<file path="src/rtl/ldl_rr_arbiter_v1.sv">
// Round-robin arbiter for 2^BIN_WIDTH requesters. A grant is held until done,
// the requester withdraws, or the watchdog expires. Grant is both one-hot and binary.
module ldl_rr_arbiter_v1 #(
  parameter int BIN_WIDTH = 3,
  parameter int TIMEOUT   = 16,
  parameter int CNT_WIDTH = 16
) (
  input  logic                          clk,
  input  logic                          rst_n,
  input  logic [(1<<BIN_WIDTH)-1:0]     req,
  input  logic                          done,
  input  logic                          err_clr,
  output logic [(1<<BIN_WIDTH)-1:0]     gnt,
  output logic [BIN_WIDTH-1:0]          gnt_id,
  output logic                          gnt_valid,
  output logic                          timeout_err
);

  localparam int unsigned N = 1 << BIN_WIDTH;

  typedef enum logic {IDLE, BUSY} state_t;

  state_t               state, state_n;
  logic [N-1:0]         gnt_n;
  logic [BIN_WIDTH-1:0] id_n;
  logic [BIN_WIDTH-1:0] ptr, ptr_n;
  logic [CNT_WIDTH-1:0] cnt, cnt_n;
  logic                 terr_n;

  logic [N-1:0]         mask;
  logic [N-1:0]         masked;
  logic [BIN_WIDTH-1:0] winner;
  logic                 wd_hit;

  function automatic logic [BIN_WIDTH-1:0] first_set(input logic [N-1:0] v);
    logic found;
    first_set = '0;
    found     = 1'b0;
    for (int unsigned i = 0; i < N; i++) begin
      if (v[i] && !found) begin
        first_set = BIN_WIDTH'(i);
        found     = 1'b1;
      end
    end
  endfunction

  // Requests at or above ptr take precedence; wrap to the unmasked set when none.
  always_comb begin
    mask   = '1;
    mask   = mask << ptr;
    masked = req & mask;
    winner = (masked != '0) ? first_set(masked) : first_set(req);
  end

  assign wd_hit = (TIMEOUT != 0) && (cnt == CNT_WIDTH'(TIMEOUT - 1));

  always_comb begin
    state_n = state;
    gnt_n   = gnt;
    id_n    = gnt_id;
    ptr_n   = ptr;
    cnt_n   = cnt;
    terr_n  = timeout_err;
    if (err_clr) terr_n = 1'b0;
    case (state)
      IDLE: begin
        if (req != '0) begin
          gnt_n   = N'(1) << winner;
          id_n    = winner;
          cnt_n   = '0;
          state_n = BUSY;
        end
      end
      BUSY: begin
        if (done || !req[gnt_id] || wd_hit) begin
          gnt_n   = '0;
          ptr_n   = gnt_id + BIN_WIDTH'(1);
          state_n = IDLE;
          // Watchdog only flags when neither done nor withdrawal released first.
          if (!done && req[gnt_id]) terr_n = 1'b1;
        end else begin
          cnt_n = cnt + CNT_WIDTH'(1);
        end
      end
      default: state_n = IDLE;
    endcase
  end

  always_ff @(posedge clk or negedge rst_n) begin
    if (!rst_n) begin
      state       <= IDLE;
      gnt         <= '0;
      gnt_id      <= '0;
      ptr         <= '0;
      cnt         <= '0;
      timeout_err <= 1'b0;
    end else begin
      state       <= state_n;
      gnt         <= gnt_n;
      gnt_id      <= id_n;
      ptr         <= ptr_n;
      cnt         <= cnt_n;
      timeout_err <= terr_n;
    end
  end

  assign gnt_valid = |gnt;

endmodule
</file>
<file path="config.mk">
export PLATFORM = sky130hd
export DESIGN_NAME = ldl_rr_arbiter_v1
export DESIGN_NICKNAME = d
export VERILOG_FILES = /design/src/rtl/ldl_rr_arbiter_v1.sv
export SDC_FILE = /design/constraint.sdc
export NUM_CORES = 1
export LEC_CHECK = 0
export BUFFER_PORTS_ARGS = -buffer_cell sky130_fd_sc_hd__buf_4
export CELL_PAD_IN_SITES_DETAIL_PLACEMENT = 0
export CELL_PAD_IN_SITES_GLOBAL_PLACEMENT = 2
export CORE_ASPECT_RATIO = 1.25
export CORE_MARGIN = 5
export CORE_UTILIZATION = 36
export DETAILED_ROUTE_END_ITERATION = 8
export GPL_TIMING_DRIVEN = 1
export PLACE_DENSITY_LB_ADDON = 0.12
export SYNTH_ARGS = -nofsm -noshare
export SYNTH_HDL_FRONTEND = slang
export SYNTH_SLANG_ARGS = --single-unit
</file>
<file path="constraint.sdc">
create_clock -name clk -period 2.4 [get_ports clk]
set_clock_uncertainty 0.15 [all_clocks]
set_input_delay 0.48 -clock clk [delete_from_list [all_inputs] [get_ports clk]]
set_output_delay 0.48 -clock clk [all_outputs]
set_load 0.05 [all_outputs]
</file>
Word-level counts from Yosys, hierarchy flattened

Cells that the tools add are included.

Flip-flop bits (word level): 32
Output and inout bits: 13

$add $sub $neg: 2
$lt $le $gt $ge: 1
Eq/ne operators: 4
Shifts and indexed selects: 2
Muxes and demuxes: 44
Bitwise operators: 2
Reduce and logical (&&, ||, !) cells: 40

Operators with widths:

| kind                    | count |
|---|---|
| $mux W3                 | 11 |
| $mux W16                | 2 |
| $pmux W16 S2            | 1 |
| $mux W1                 | 23 |
| $add A16 B1 Y16 const B | 1 |
| $eq A16 B4 Y1 const B   | 1 |
| $logic_not A1 Y1        | 16 |
| $mux W8                 | 2 |
| $pmux W8 S2             | 1 |
| $reduce_bool A8 Y1      | 2 |
| $logic_and A1 B1 Y1     | 15 |
| $and A8 B8 Y8           | 1 |
| $reduce_and A2 Y1       | 4 |
| $reduce_or A8 Y1        | 1 |
| $shl A1 B3 Y8 const A   | 1 |
| $shl A8 B3 Y8 const A   | 1 |
| $lt A3 B4 Y1 const B    | 1 |
| $mux W2                 | 2 |
| $ne A2 B2 Y1 const B    | 2 |
| $add A3 B1 Y3 const B   | 1 |
| $bmux W1 S3             | 1 |
| $logic_or A1 B1 Y1      | 2 |
| $ne A2 B1 Y1 const B    | 1 |
| $pmux W1 S2             | 1 |
| $not A1 Y1              | 1 |

Logic depth before layout (Yosys ltp)

Word-level depth: 28
Mapped depth: 7

Least setup slack after synthesis

OpenSTA, ideal clock, no wires.

Path kind: reg2reg
Start point: register gnt_id[0]
End point: register cnt[11]
Arrival time: 2.166 ns
Slack: -0.034 ns
Cell stages (with the launch flop): 7
Buffers on the path: 1
Cells stage by stage: dfrtp_1 -> mux4_2 -> mux2_2 -> nand2_1 -> buf_2 -> o21ai_0 -> a21o_1

Word-level cells in the longest chain between the ends: 7

Ends and longest elaborated chain:

| element                         | line | text |
|---|---|---|
| start, declared                 | 14   | `output logic [BIN_WIDTH-1:0] gnt_id,` |
| start signal, assigned          | 100  | `gnt_id <= id_n;` |
| $bmux W1 S3                     | 75   | `if (done \|\| !req[gnt_id] \|\| wd_hit) begin` |
| $mux W1 (implied by the code)   | 75   |  |
| $logic_not A1 Y1                | 75   |  |
| $logic_or A1 B1 Y1 (2 in a row) | 75   |  |
| $ne A2 B2 Y1 (no line)          | --   |  |
| $reduce_and A2 Y1 (no line)     | --   |  |
| end signal, assigned            | 102  | `cnt <= cnt_n;` |
| end, declared                   | 27   | `logic [CNT_WIDTH-1:0] cnt, cnt_n;` |

No other way between the ends. The select of a mux whose other input is x is not followed.
A chain may end at the register's enable or synchronous reset.

Worst setup path after layout

Start point: register cnt[0]
End point: register cnt[5]

Word-level cells in the longest chain between the ends: 4
Elaborated cells between the ends (all ways): 7

Ends and longest elaborated chain:

| element |
|---|
| parallel branches: the longest is 4 deep, another holds $add A16 B1 Y16 |

Parallel ways; which one is timed is not known. The select of a mux whose other input is x is not followed.

==> impl_metrics.toml <==
[outcome]
outcome = "completed"

[power_and_ir_drop]
vdd.ir_drop.worst_uv = 445
power-per-cell-area_mw_per_mm2 = 1220
p_leak_nw = 1.02
post-layout-total-power_w = 0.00287

[clock_tree]
cts_max_level = 2
cts_buffer_depth = 2
cts_tree = "done"
clock_sink_count = 32
numCtsBuffers = 5
count_of_buffers_added_by_post_cts_timing_repair_for_setup = 0
worst_skew_pair.late_latency_ns = 0.28
cts_root_buffer = "clkbuf_8"
worst_setup_hold_path_clk_slew_ns = 0.07

[setup_path]
start_kind = "flip-flop"
rr_startpoint = "cnt[0]$_DFFE_PN0P_"
setup.worst_path.end_class = "flip-flop"
crit_start = "cnt[0]$_DFFE_PN0P_"
timing.critical_path.arrival_ns = 2.35
crit_required_ns = 2.45
cp_max_fo = 11
path_class = "flip-flop to flip-flop"

[logic_synthesis]
ys_ff_latch = 32
netlist_instances = 188
synth_compound_gate_area_share_pct = 24.8
ys_warn_count = 0
yosys-top-cells-area = "dfrtp_1 43%, nand2_1 4.1%, o21ai_0 3.3%"
post_synth_and_or_nand_nor_area_fraction_pct = 19.1
muxShareOfSynthArea_pct = 6.11
yosysSeqAreaShare_pct = 43.5
synth_largest_type_area_fraction_pct = 43.5
syn_area_per_cell_um2 = 9.80
syn-num-nets = 202
postSynth.asyncResetShare_pct = 100
synth.cell_area_mm2 = 0.00184
synth_top_family_by_area = "compound AO/OA/AOI/OAI gates"
synth_xor_area_share_pct = 0.951
synth_edf_count = 0
number_of_distinct_library_cell_variants_in_the_gate_level_netlist_after_synthesis = 54
synth_fa_ha_area_share_pct = 1.36
synth_area_leader_cell = "dfrtp_1"
ys.flop_type = "dfrtp_1"

[place]
dp.final_hpwl_mm = 3.91
gpl.final_weighted_congestion = 0.886
numPortBuffers = 24

[die]
die_h_um = 90.0
pin_count = 25
fp.dieW_um = 74.0
die_area_mm2 = 0.00666
row_count = 29
start_util_pct = 36.8
core_region_area_mm2 = 0.00501

[timing]
shortest_clock_period_the_worst_path_allows_after_layout_ns = 2.30
rsz0062_at_grt = "yes"
slew_violations = 0
fmaxAchievable_mhz = 435
finalHoldViolCount = 0
period_utilization_post_route_pct = 95.8
count_of_endpoints_failing_setup_in_the_final_report = 0
remaining_max_slew_budget_at_the_tightest_pin_pct = 67.5
tightestPinTransition_ns = 0.479

[route]
post-route-drc-count = 0
route.detailed.vias_per_inst = 5.90
route.detailed.wl_per_inst_um = 17.7
drt.antenna.violating_nets = 0
routed_wirelength_mm = 5.25
drt_pass1_iterations = 4
vias = 1747
initialDrtViolationCount = 120

[hold_path]
worst_hold_startpoint = "err_clr"
holdCritPathClass = "input port to flip-flop"

[layout]
antenna_cells = 0
utilization_pct = 46.8
signed_area_change_from_the_synthesized_netlist_to_the_final_layout_pct = 27.3
total_nets_final = 247
commonest_cells_after_routing_fill_and_taps_aside = "41 x buf_4, 30 x dfrtp_1, 20 x nand2_1, 14 x inv_1, 12 x o21ai_0"
drive_above_1_share_pct = 27.8
leading_cell_type_in_the_layout_fill_and_taps_excluded = "buf_4"

[flow_run]
drv_cap = 0

[global_route]
grt_start_max_net_pins = 33
grt.total_usage_pct = 16.9
antenna_found_initial = 0
grt_first_pass_wirelength_mm = 8.81
first_global_vias = 1834
overflow = 0
==> cell families (layout without fill, tap and decap cells) <==
family | count (synthesis) | count (layout)
flops | 32 | 32
xor+xnor | 2 | 2
buf+inv | 18 | 64
compound gates | 61 | 61
simple gates | 65 | 65
fa+ha+maj | 2 | 2
mux | 8 | 8
==> path summary, 6_finish.rpt <==
| path | slack [ns] | cells past startpoint | to |
|---|---|---|---|
| min in group asynchronous | 0.53 | 2 | gnt_id[0]$_DFFE_PN0P_ |
| worst min-delay path | 0.25 | 2 | timeout_err$_DFF_PN0_ |
| max in group asynchronous | 1.24 | 2 | gnt_id[1]$_DFFE_PN0P_ |
| worst max-delay path | 0.10 | 7 | cnt[5]$_DFFE_PN0P_ |
| worst min register to register | 0.35 | 1 | cnt[0]$_DFFE_PN0P_ |
| worst max register to register | 0.10 | 7 | cnt[5]$_DFFE_PN0P_ |
==> cell type report <==
type | instances | area [um2]
fill | 501 | 2660
timing repair buffer | 42 | 318
clock inverter | 3 | 42.5
sequential | 32 | 803
clock buffer | 5 | 68.8
inverter | 14 | 52.6
multi-input combinational | 138 | 982
tap | 62 | 77.6
==> power by group <==
part / total, W / switching (W) / internal [W]
clock network: 0.000509 / 0.000202 / 0.000307
logic: 0.00155 / 0.000952 / 0.000594
registers: 0.000817 / 0.000154 / 0.000664
==> worst max-delay path, stage by stage, from the launching register on <==
cell     delay, ns
dfrtp_1       0.40
ha_1          0.23
and3_1        0.23
a41oi_1       0.25
nand2_1       0.11
buf_4         0.19
or4_1         0.51
a21oi_1       0.15
==> metrics by stage <==
| step | cell area, um2 | hold WS (ns) | worst slack [ns] | TNS, ns | std cells |
|---|---|---|---|---|---|
| after floorplan | 1840 | 0.0344 | 0.139 | 0 | 188 |
| after global placement | 2200 | 0.287 | -0.0235 | -0.0370 | 287 |
| after detailed placement | 2200 | 0.307 | -0.000310 | -0.000310 | 287 |
| after CTS | 2330 | 0.240 | 0.101 | 0 | 296 |
| after global routing | 2340 | 0.251 | -0.116 | -0.119 | 296 |
| final | 2340 | 0.247 | 0.102 | 0 | 296 |
==> what timing repair did <==
item,4_1_cts,5_1_grt
gates resized for setup,0,3
hold endpoints to repair,19,0
hold buffers,1,0
setup endpoints to repair,0,12
==> state kept, by name, summed over array words and instances (netlist names) <==
name / count
cnt: 16
gnt: 8
gnt_id: 3
ptr: 3
state: 1
timeout_err: 1
==> layer usage <==
metal / GRT usage, % / vias to the layer above / routed length [um]
met1: 20.3 / 870 / 2170
li1: - / 823 / -
met4: 6.19 / 0 / 112
met5: 0 / - / 0
met2: 29.0 / 41 / 2690
met3: 3.35 / 13 / 272
==> cell usage after synthesis (all sizes together) (3+ instances only) <==
cell and n:
a21oi 5, o311ai 5, nand4 5, nor3 3, nor3b 3, nor2 5
or4 3, mux2 3, o31a 3, dfrtp 32, a32o 4, nand3 7
o31ai 7, nor4 7, nand2 20, nor2b 3, inv 14, o21ai 14
o32ai 5, buf 3, mux2i 3
No activity file was read; power rests on OpenSTA's default activity.
